### config.mk
export PLATFORM = sky130hd
export DESIGN_NAME = fu_scheduler
export DESIGN_NICKNAME = d
export VERILOG_FILES = /design/src/rtl/fu_scheduler.sv
export SDC_FILE = /design/constraint.sdc
export NUM_CORES = 1
export LEC_CHECK = 0
export ABC_AREA = 1
export BUFFER_PORTS_ARGS = -buffer_cell sky130_fd_sc_hd__buf_2
export CELL_PAD_IN_SITES_DETAIL_PLACEMENT = 0
export CELL_PAD_IN_SITES_GLOBAL_PLACEMENT = 1
export CORE_ASPECT_RATIO = 0.8
export CORE_MARGIN = 2
export CORE_UTILIZATION = 43
export DETAILED_ROUTE_END_ITERATION = 16
export PLACE_DENSITY = 0.88
export SLEW_MARGIN = 20
export SYNTH_ARGS = -nofsm -noshare
export SYNTH_HDL_FRONTEND = slang
export SYNTH_SLANG_ARGS = --single-unit
### constraint.sdc
create_clock -name clock -period 1.79 [get_ports clock]
set_input_delay 0.358 -clock clock [delete_from_list [all_inputs] [get_ports clock]]
set_output_delay 0.358 -clock clock [all_outputs]
set_load 0.03 [all_outputs]
### src/rtl/fu_scheduler.sv
// Functional-unit scheduler: tracks the ALU/MEM/MUL occupancy and round-robin arbitrates one writeback slot.
// Latency: issue is accepted combinationally; ALU/MUL reach DONE LATENCY edges after accept, and writeback is registered one edge after DONE.
// Backpressure: iss_stall is raised while the target unit is not IDLE (or unit 3 is presented); a DONE unit holds until granted.
// Ports:
//   clock, reset (async, active-low)
//   iss_valid/iss_unit/iss_regdest/iss_writereg -> iss_accept/iss_stall : issue handshake
//   mem_done   : MEM unit completion strobe
//   fu_busy    : per-unit occupied flags {MUL, MEM, ALU}
//   wb_valid/wb_unit/wb_regdest/wb_writereg : registered writeback slot
module fu_scheduler #(
  parameter int ALU_LATENCY = 1,
  parameter int MUL_LATENCY = 4
) (
  input  logic       clock,
  input  logic       reset,
  input  logic       iss_valid,
  input  logic [1:0] iss_unit,
  input  logic [4:0] iss_regdest,
  input  logic       iss_writereg,
  output logic       iss_accept,
  output logic       iss_stall,
  input  logic       mem_done,
  output logic [2:0] fu_busy,
  output logic       wb_valid,
  output logic [1:0] wb_unit,
  output logic [4:0] wb_regdest,
  output logic       wb_writereg
);

  typedef enum logic [1:0] {
    IDLE = 2'd0,
    EXEC = 2'd1,
    DONE = 2'd2
  } unit_state_t;

  localparam int         MEM_U   = 1;
  localparam logic [3:0] ALU_LAT = 4'(ALU_LATENCY);
  localparam logic [3:0] MUL_LAT = 4'(MUL_LATENCY);

  unit_state_t state_q [3];
  unit_state_t state_d [3];
  logic [3:0]  cnt_q   [3];
  logic [3:0]  cnt_d   [3];
  logic [4:0]  rd_q    [3];
  logic [4:0]  rd_d    [3];
  logic        wr_q    [3];
  logic        wr_d    [3];

  // Index of the unit granted most recently; the search begins just after it.
  logic [1:0]  last_q;

  logic [2:0]  done_vec;
  // Bit 3 stands for the reserved unit code and is never idle, so it is never accepted.
  logic [3:0]  idle_vec;
  logic        gnt_vld;
  logic [1:0]  gnt_idx;
  logic [1:0]  cand;

  always_comb begin
    done_vec = '0;
    idle_vec = '0;
    for (int u = 0; u < 3; u++) begin
      done_vec[u] = (state_q[u] == DONE);
      idle_vec[u] = (state_q[u] == IDLE);
    end
  end

  assign fu_busy    = ~idle_vec[2:0];
  assign iss_accept = iss_valid & idle_vec[iss_unit];
  assign iss_stall  = iss_valid & ~iss_accept;

  // Round-robin: walk ALU->MEM->MUL starting after last_q, first DONE unit wins.
  always_comb begin
    gnt_vld = 1'b0;
    gnt_idx = 2'd0;
    cand    = last_q;
    for (int k = 0; k < 3; k++) begin
      cand = (cand == 2'd2) ? 2'd0 : cand + 2'd1;
      if (!gnt_vld && done_vec[cand]) begin
        gnt_vld = 1'b1;
        gnt_idx = cand;
      end
    end
  end

  always_comb begin
    for (int u = 0; u < 3; u++) begin
      state_d[u] = state_q[u];
      cnt_d[u]   = cnt_q[u];
      rd_d[u]    = rd_q[u];
      wr_d[u]    = wr_q[u];
    end
    for (int u = 0; u < 3; u++) begin
      case (state_q[u])
        EXEC: begin
          if (u == MEM_U) begin
            if (mem_done) state_d[u] = DONE;
          end else if (cnt_q[u] <= 4'd1) begin
            state_d[u] = DONE;
            cnt_d[u]   = 4'd0;
          end else begin
            cnt_d[u] = cnt_q[u] - 4'd1;
          end
        end
        DONE: begin
          if (gnt_vld && gnt_idx == 2'(u)) state_d[u] = IDLE;
        end
        default: begin
          if (iss_accept && iss_unit == 2'(u)) begin
            state_d[u] = EXEC;
            cnt_d[u]   = (u == 0) ? ALU_LAT : (u == 2) ? MUL_LAT : 4'd0;
            rd_d[u]    = iss_regdest;
            wr_d[u]    = iss_writereg;
          end
        end
      endcase
    end
  end

  always_ff @(posedge clock or negedge reset) begin
    if (!reset) begin
      for (int u = 0; u < 3; u++) begin
        state_q[u] <= IDLE;
        cnt_q[u]   <= 4'd0;
        rd_q[u]    <= 5'd0;
        wr_q[u]    <= 1'b0;
      end
      last_q      <= 2'd2;
      wb_valid    <= 1'b0;
      wb_unit     <= 2'd0;
      wb_regdest  <= 5'd0;
      wb_writereg <= 1'b0;
    end else begin
      for (int u = 0; u < 3; u++) begin
        state_q[u] <= state_d[u];
        cnt_q[u]   <= cnt_d[u];
        rd_q[u]    <= rd_d[u];
        wr_q[u]    <= wr_d[u];
      end
      if (gnt_vld) last_q <= gnt_idx;
      wb_valid    <= gnt_vld;
      wb_unit     <= gnt_vld ? gnt_idx : 2'd0;
      wb_regdest  <= gnt_vld ? rd_q[gnt_idx] : 5'd0;
      wb_writereg <= gnt_vld ? wr_q[gnt_idx] : 1'b0;
    end
  end

endmodule

==> impl_metrics.py, run 1 <==
metrics = {
    "sta": {
        "relSlewSlack": 0.676,
        "max_freq_ghz": 0.555,
        "max_slew.worst_pin.slew_ns": 0.486,
        "worst_clock_skew_ns": 0.00309,
        "rsz0062_at_grt": "true",
        "maxSlewViolCount": 0,
        "fin_tns_setup_ns": -0.0247,
        "finalHoldViolCount": 0,
        "fin_crit_sh": 1.01,
        "whs_ns": 0.0136,
        "worst_slack_ns": -0.0127,
        "setup_viol": 2,
        "min_period_ns": 1.80,
    },
    "die": {
        "chipHeight_um": 69.5,
        "initial_utilization": 0.452,
        "row_count": 23,
        "core-area_um2": 5090,
        "dieArea_um2": 5960,
        "die_w_um": 85.8,
        "num_io_pins": 26,
    },
    "global_route": {
        "grt_max_degree": 26,
        "grt_pass1_vias": 1837,
        "gr-total-overflow": 0,
        "track_usage": 0.176,
        "antenna_found_initial": 0,
        "grt_pass1_wl_mm": 8.29,
    },
    "critical_path": {
        "crit_family": "simple AND/OR/NAND/NOR gates",
        "max_stage_delay_ns": 0.38,
        "critical_path_class": "reg2reg",
        "critPathLaunchType": "flop",
        "timing.rr.end": "wb_regdest[4]$_DFF_PN0_",
        "timing.rr.start": "state_q[5]$_DFFE_PN0P_",
        "endpoint_kind": "flop",
        "cpMaxStageDelayCell": "dfrtp_1",
        "worst_ep_required_time_ns": 1.97,
        "critPathArrivalTime_ns": 1.98,
        "r2r_setup_slack_ns": -0.01,
        "ff2ff_path_depth": 12,
        "crit_fanout": 7,
        "path_cells": "buf_4 > ha_2 > inv_2 > nand2_1 > nand2_1 > nor2_1 > nand4_1 > nand2_4 > buf_12 > nand2_2 > o21ai_2 > o21ai_1",
        "path_buf_inv": 3,
        "crit_top_cell": "nand2_1",
    },
    "clock_network": {
        "cts_tree": "done",
        "cts_buffers": 5,
        "clockBufferDepth": 2,
        "clock_latency_ns": 0.29,
        "cts-root-buf": "clkbuf_8",
        "cts_max_level": 2,
        "clk_pin_slew_ns": 0.08,
        "cts_sinks": 43,
    },
    "final_layout": {
        "most-common-layout-cells": "inv_1, nand2_1, dfrtp_1, buf_4, buf_2",
        "nFillCells": 454,
        "nets": 372,
        "multi_input_area_um2": 1180,
        "final_common_cell": "inv_1",
        "final_cell_area_um2": 3110,
        "syn_to_final_growth_pct": 35.0,
        "stdcell_count": 408,
        "final_util": 0.610,
        "n_antenna_cell": 0,
        "regArea_um2": 1080,
        "drive_gt1_frac": 0.367,
    },
    "route": {
        "wl_per_cell_um": 12.5,
        "first_pass_iters": 6,
        "drtAntennaViolNets": 0,
        "drc": 0,
        "first_iter_violations": 69,
        "vias": 1944,
        "via_per_inst": 4.76,
        "drt_wl_total_mm": 5.08,
    },
    "synthesis": {
        "ys.flop_type": "dfrtp_1",
        "async_flop_share": 1.00,
        "synth_seq_cells": 43,
        "avgSynthCellArea_um2": 8.11,
        "synth_cell_types": 28,
        "ys_seq_area_frac": 0.468,
        "syn_area_um2": 2300,
        "yosysWarnings": 0,
        "synth-edff-count": 0,
        "netlist_instances": 284,
        "synth_nets": 311,
    },
    "placed_design": {
        "portBuffers": 25,
        "place_area_um2": 2610,
        "gp_congestion": 0.896,
        "place_inst": 380,
        "hpwl_mm": 3.55,
    },
    "pwr": {
        "leakagePower_uw": 0.00159,
        "p_clk_frac": 0.132,
        "p_int_uw": 3760,
        "ir_worst_vdd_mv": 1.08,
        "seq_power_share": 0.251,
        "combPwrFrac": 0.617,
        "switching_share": 0.436,
        "pwr_density_cell_nw_per_um2": 2150,
        "switchingPower_uw": 2910,
    },
    "outcome": {
        "failed_checks": "setup timing",
        "status": "finished, violations left",
    },
    "min_path": {
        "min_path_type": "in2async",
    },
    "flow_run": {
        "drv_cap": 0,
    },
}
==> stage by stage <==
| stage | setup slack (ns) | power (uW) |
|---|---|---|
| 6_report | -0.0127 | 6680 |
| 5_1_grt | -0.0922 | 7260 |
| 4_1_cts | -0.0286 | 6050 |
| 3_5_place_dp | -0.00470 | 4810 |
| 3_3_place_gp | -0.00162 | 4730 |
| 2_1_floorplan | 0.117 | 3870 |
==> worst reg2reg max path, cell delays in order, from the launching register on <==
cell and delay, ns:
dfrtp_1 0.38, buf_4 0.14, ha_2 0.19, inv_2 0.05, nand2_1 0.09, nand2_1 0.05, nor2_1 0.12, nand4_1 0.19
nand2_4 0.18, buf_12 0.13, nand2_2 0.05, o21ai_2 0.04, o21ai_1 0.09
==> per-layer routing <==
layer	wire length, um	GRT usage	up-vias
met5	0	0	-
met4	16	0.0370	0
met3	124	0.0393	3
met2	2550	0.284	27
met1	2390	0.245	894
li1	-	-	1020
==> timing repair <==
| action | 4_1_cts | 5_1_grt |
|---|---|---|
| hold buffers | 0 | 0 |
| setup buffers | 7 | 13 |
| endpoints found under the setup margin | 5 | 20 |
| pin swaps | 10 | 17 |
| gates resized for setup | 32 | 29 |
==> state kept, by name (all words and copies together), names as in the netlist <==
name,count
cnt_q,8
wb_unit,2
wr_q,3
state_q,6
wb_writereg,1
wb_valid,1
rd_q,15
wb_regdest,5
last_q,2
==> final cells by class <==
class                   count  share of cell area
clock inverters             2              0.0193
well taps                  62              0.0249
clock buffers               6              0.0233
repair buffers             58               0.136
flip-flops and latches     43               0.346
multi-input cells         179               0.380
inverters                  58              0.0700
==> synth_stat cells, types with 2 or more instances <==
library cell | number | share of area
a21oi_1 | 8 | 0.017
clkbuf_1 | 3 | 0.0049
dfrtp_1 | 42 | 0.46
ha_1 | 15 | 0.081
inv_1 | 57 | 0.093
nand2_1 | 50 | 0.081
nand2_2 | 7 | 0.019
nand3_1 | 12 | 0.026
nand3_2 | 3 | 0.013
nand4_1 | 5 | 0.014
nor2_1 | 23 | 0.037
nor2_2 | 2 | 0.0054
nor3_1 | 4 | 0.0087
nor3b_1 | 3 | 0.0098
o211ai_1 | 2 | 0.0065
o21ai_0 | 24 | 0.052
o21ai_1 | 11 | 0.024
o21ai_2 | 2 | 0.0076
or2_2 | 2 | 0.0054
==> kinds of logic after synthesis <==
logic type / count (synthesis) / share of synthesized area
AO/OA/AOI/OAI: 53 / 0.127
adder cells (fa/ha/maj): 15 / 0.0815
flip-flops: 43 / 0.468
AND/OR/NAND/NOR: 111 / 0.220
buffers and inverters: 62 / 0.104
==> power groups by stage <==
stage	clock (uW)	sequential [uW]	combinational (uW)
final	882	1670	4120
after global routing	948	1720	4580
after CTS	909	1660	3480
after floorplan	0	1830	2040
after detailed placement	0	1680	3130
after global placement	0	1670	3060
==> worst max path at each step <==
stage / startpoint / endpoint / cells after the start
6_report: state_q[5]$_DFFE_PN0P_ / wb_regdest[4]$_DFF_PN0_ / 12
5_1_grt: state_q[2]$_DFFE_PN0P_ / state_q[4]$_DFFE_PN0P_ / 10
4_1_cts: state_q[3]$_DFFE_PN0P_ / iss_stall / 8
3_5_place_dp: state_q[5]$_DFFE_PN0P_ / state_q[4]$_DFFE_PN0P_ / 12
3_3_place_gp: state_q[5]$_DFFE_PN0P_ / state_q[4]$_DFFE_PN0P_ / 12
2_1_floorplan: state_q[4]$_DFFE_PN0P_ / iss_accept / 6
Power figures use the tool's default switching activity.
==> run 2, diff against run 1 <==
--- a/config.mk
+++ b/config.mk
@@ -14,6 +14,7 @@
 export CORE_UTILIZATION = 43
 export DETAILED_ROUTE_END_ITERATION = 16
 export PLACE_DENSITY = 0.88
+export RECOVER_POWER = 50
 export SLEW_MARGIN = 20
 export SYNTH_ARGS = -nofsm -noshare
 export SYNTH_HDL_FRONTEND = slang
==> run 2 against run 1 <==
Effect of this change:
- the run still ends with setup timing left
- highest routed layer unchanged
- critical path type unchanged
- combinational power barely moved
- critical endpoint unchanged
- largest power group unchanged
- core utilization fell by 0.32 points
- wire length barely moved
- register-to-register slack barely moved
==> impl_metrics.py, run 2 (synthesis gave the netlist of run 1 again) <==
metrics = {
    "outcome": {
        "status": "finished, violations left",
        "failed_checks": "setup timing",
    },
    "critical_path": {
        "cpMaxStageDelayCell": "dfrtp_1",
        "worst_ep_required_time_ns": 1.97,
        "critPathArrivalTime_ns": 1.98,
        "max_stage_delay_ns": 0.38,
        "critPathCapture": "wb_regdest[4]$_DFF_PN0_",
        "crit_fanout": 7,
        "critical_path_class": "reg2reg",
        "path_buf_inv": 3,
        "r2r_setup_slack_ns": -0.01,
        "crit_family": "simple AND/OR/NAND/NOR gates",
        "critPathLaunchType": "flop",
        "timing.rr.end": "wb_regdest[4]$_DFF_PN0_",
        "endpoint_kind": "flop",
        "cp.depth": 12,
        "startpoint": "state_q[5]$_DFFE_PN0P_",
        "timing.rr.start": "state_q[5]$_DFFE_PN0P_",
        "crit_top_cell": "nand2_1",
        "ff2ff_path_depth": 12,
        "path_cells": "buf_4 > ha_2 > inv_2 > nand2_1 > nand2_1 > nor2_1 > nand4_1 > nand2_4 > buf_12 > nand2_2 > o21ai_2 > o21ai_1",
    },
    "pwr": {
        "leakagePower_uw": 0.00158,
        "switchingPower_uw": 2910,
        "power.total_uw": 6670,
        "ir_worst_vdd_mv": 1.08,
        "switching_share": 0.436,
        "seq_power_share": 0.251,
        "p_clk_frac": 0.132,
        "combPwrFrac": 0.617,
        "pwr_density_cell_nw_per_um2": 2160,
        "p_int_uw": 3760,
    },
    "global_route": {
        "grt_pass1_vias": 1837,
        "gr-total-overflow": 0,
        "antenna_found_initial": 0,
        "track_usage": 0.176,
        "grt_pass1_wl_mm": 8.29,
        "grt_max_degree": 26,
    },
    "final_layout": {
        "drive_gt1_frac": 0.364,
        "stdcell_count": 408,
        "final_common_cell": "inv_1",
        "n_antenna_cell": 0,
        "largest_register_ffs": 15,
        "syn_to_final_growth_pct": 34.3,
        "top_regs": "rd_q x15, cnt_q x8, state_q x6",
        "max_flop_register": "rd_q",
        "most-common-layout-cells": "inv_1, nand2_1, dfrtp_1, buf_4",
        "nets": 372,
    },
    "die": {
        "dieArea_um2": 5960,
        "chipHeight_um": 69.5,
        "die_w_um": 85.8,
        "row_count": 23,
        "core-area_um2": 5090,
        "num_io_pins": 26,
        "initial_utilization": 0.452,
    },
    "route": {
        "first_pass_iters": 6,
        "wl_per_cell_um": 12.5,
        "first_iter_violations": 68,
        "via_per_inst": 4.75,
        "drtAntennaViolNets": 0,
        "vias": 1940,
        "drc": 0,
        "drt_wl_total_mm": 5.08,
    },
    "clock_network": {
        "clock_latency_ns": 0.29,
        "cts_sinks": 43,
        "clk_pin_slew_ns": 0.08,
        "cts_buffers": 5,
        "cts_max_level": 2,
        "clockBufferDepth": 2,
        "cts-root-buf": "clkbuf_8",
        "cts_tree": "done",
    },
    "min_path": {
        "min_path_type": "in2async",
    },
    "sta": {
        "min_period_ns": 1.80,
        "finalHoldViolCount": 0,
        "max_freq_ghz": 0.554,
        "rsz0062_at_grt": "true",
        "relSlewSlack": 0.280,
        "fin_crit_sh": 1.01,
        "setup_viol": 2,
        "worst_slack_ns": -0.0135,
        "maxSlewViolCount": 0,
        "max_slew.worst_pin.slew_ns": 1.08,
        "worst_clock_skew_ns": 0.00332,
        "fin_tns_setup_ns": -0.0255,
    },
    "flow_run": {
        "drv_cap": 0,
    },
    "placed_design": {
        "gp_congestion": 0.896,
        "place_ws_ns": -0.00470,
        "place_inst": 380,
        "portBuffers": 25,
        "hpwl_mm": 3.55,
    },
}
==> run 2: cell count changes in the layout (fill, tap and decap cells not counted) <==
cell,change
buf_2,-1
buf_12,-1
clkbuf_2,+1
clkbuf_1,+1
==> run 2: worst register-to-register path: stages, from the launching register on <==
cell     delay [ns]
dfrtp_1        0.38
buf_4          0.14
ha_2           0.19
inv_2          0.05
nand2_1        0.09
nand2_1        0.05
nor2_1         0.12
nand4_1        0.19
nand2_4        0.18
buf_12         0.13
nand2_2        0.05
o21ai_2        0.04
o21ai_1        0.09
==> run 2: area by class of cell <==
type | count | area [um2]
inverters | 58 | 218
clock inverters | 2 | 60.1
fillers | 457 | 2000
multi-input cells | 179 | 1180
clock buffers | 6 | 72.6
repair buffers | 58 | 407
flip-flops and latches | 43 | 1080
well taps | 62 | 77.6
==> run 2: routing by layer <==
metal  track usage  wire (um)  vias to the layer above
li1              -          -                     1020
met4        0.0370         16                        0
met3        0.0393        132                        3
met5             0          0                        -
met2         0.284       2550                       26
met1         0.245       2390                      891
==> run 2: what timing repair did <==
action,4_1_cts,5_1_grt
pin swaps,10,17
cloned,0,0
buffers inserted,7,13
hold endpoints to repair,0,0
gates resized for setup,32,29
hold buffers,0,0
endpoints found under the setup margin,5,20
==> run 2: worst min-delay path by stage <==
stage	startpoint	endpoint	slack (ns)	cells past startpoint
after floorplan	reset	cnt_q[0]$_DFFE_PN0P_	0.06	0
after global placement	reset	cnt_q[9]$_DFFE_PN0P_	0.34	1
after detailed placement	reset	cnt_q[9]$_DFFE_PN0P_	0.36	1
after CTS	reset	cnt_q[9]$_DFFE_PN0P_	0.03	1
after global routing	iss_regdest[4]	rd_q[4]$_DFFE_PN0P_	0.34	3
final	reset	cnt_q[9]$_DFFE_PN0P_	0.23	1
==> run 2: metrics by stage <==
step / cell area, um2 / utilization / hold slack (ns)
floorplan: 2310 / - / 0.0624
global placement: 2610 / 0.512 / 0.345
detailed placement: 2610 / 0.512 / 0.357
CTS: 2880 / 0.566 / 0.0344
global route: 3090 / 0.607 / 0.343
finish: 3090 / 0.607 / 0.234
==> run 2: power groups by stage <==
stage,Combinational [uW],Clock [uW],Sequential (uW)
after floorplan,2040,0,1830
after global placement,3060,0,1670
after detailed placement,3130,0,1680
after CTS,3480,909,1660
after global routing,4580,948,1720
final,4120,882,1670
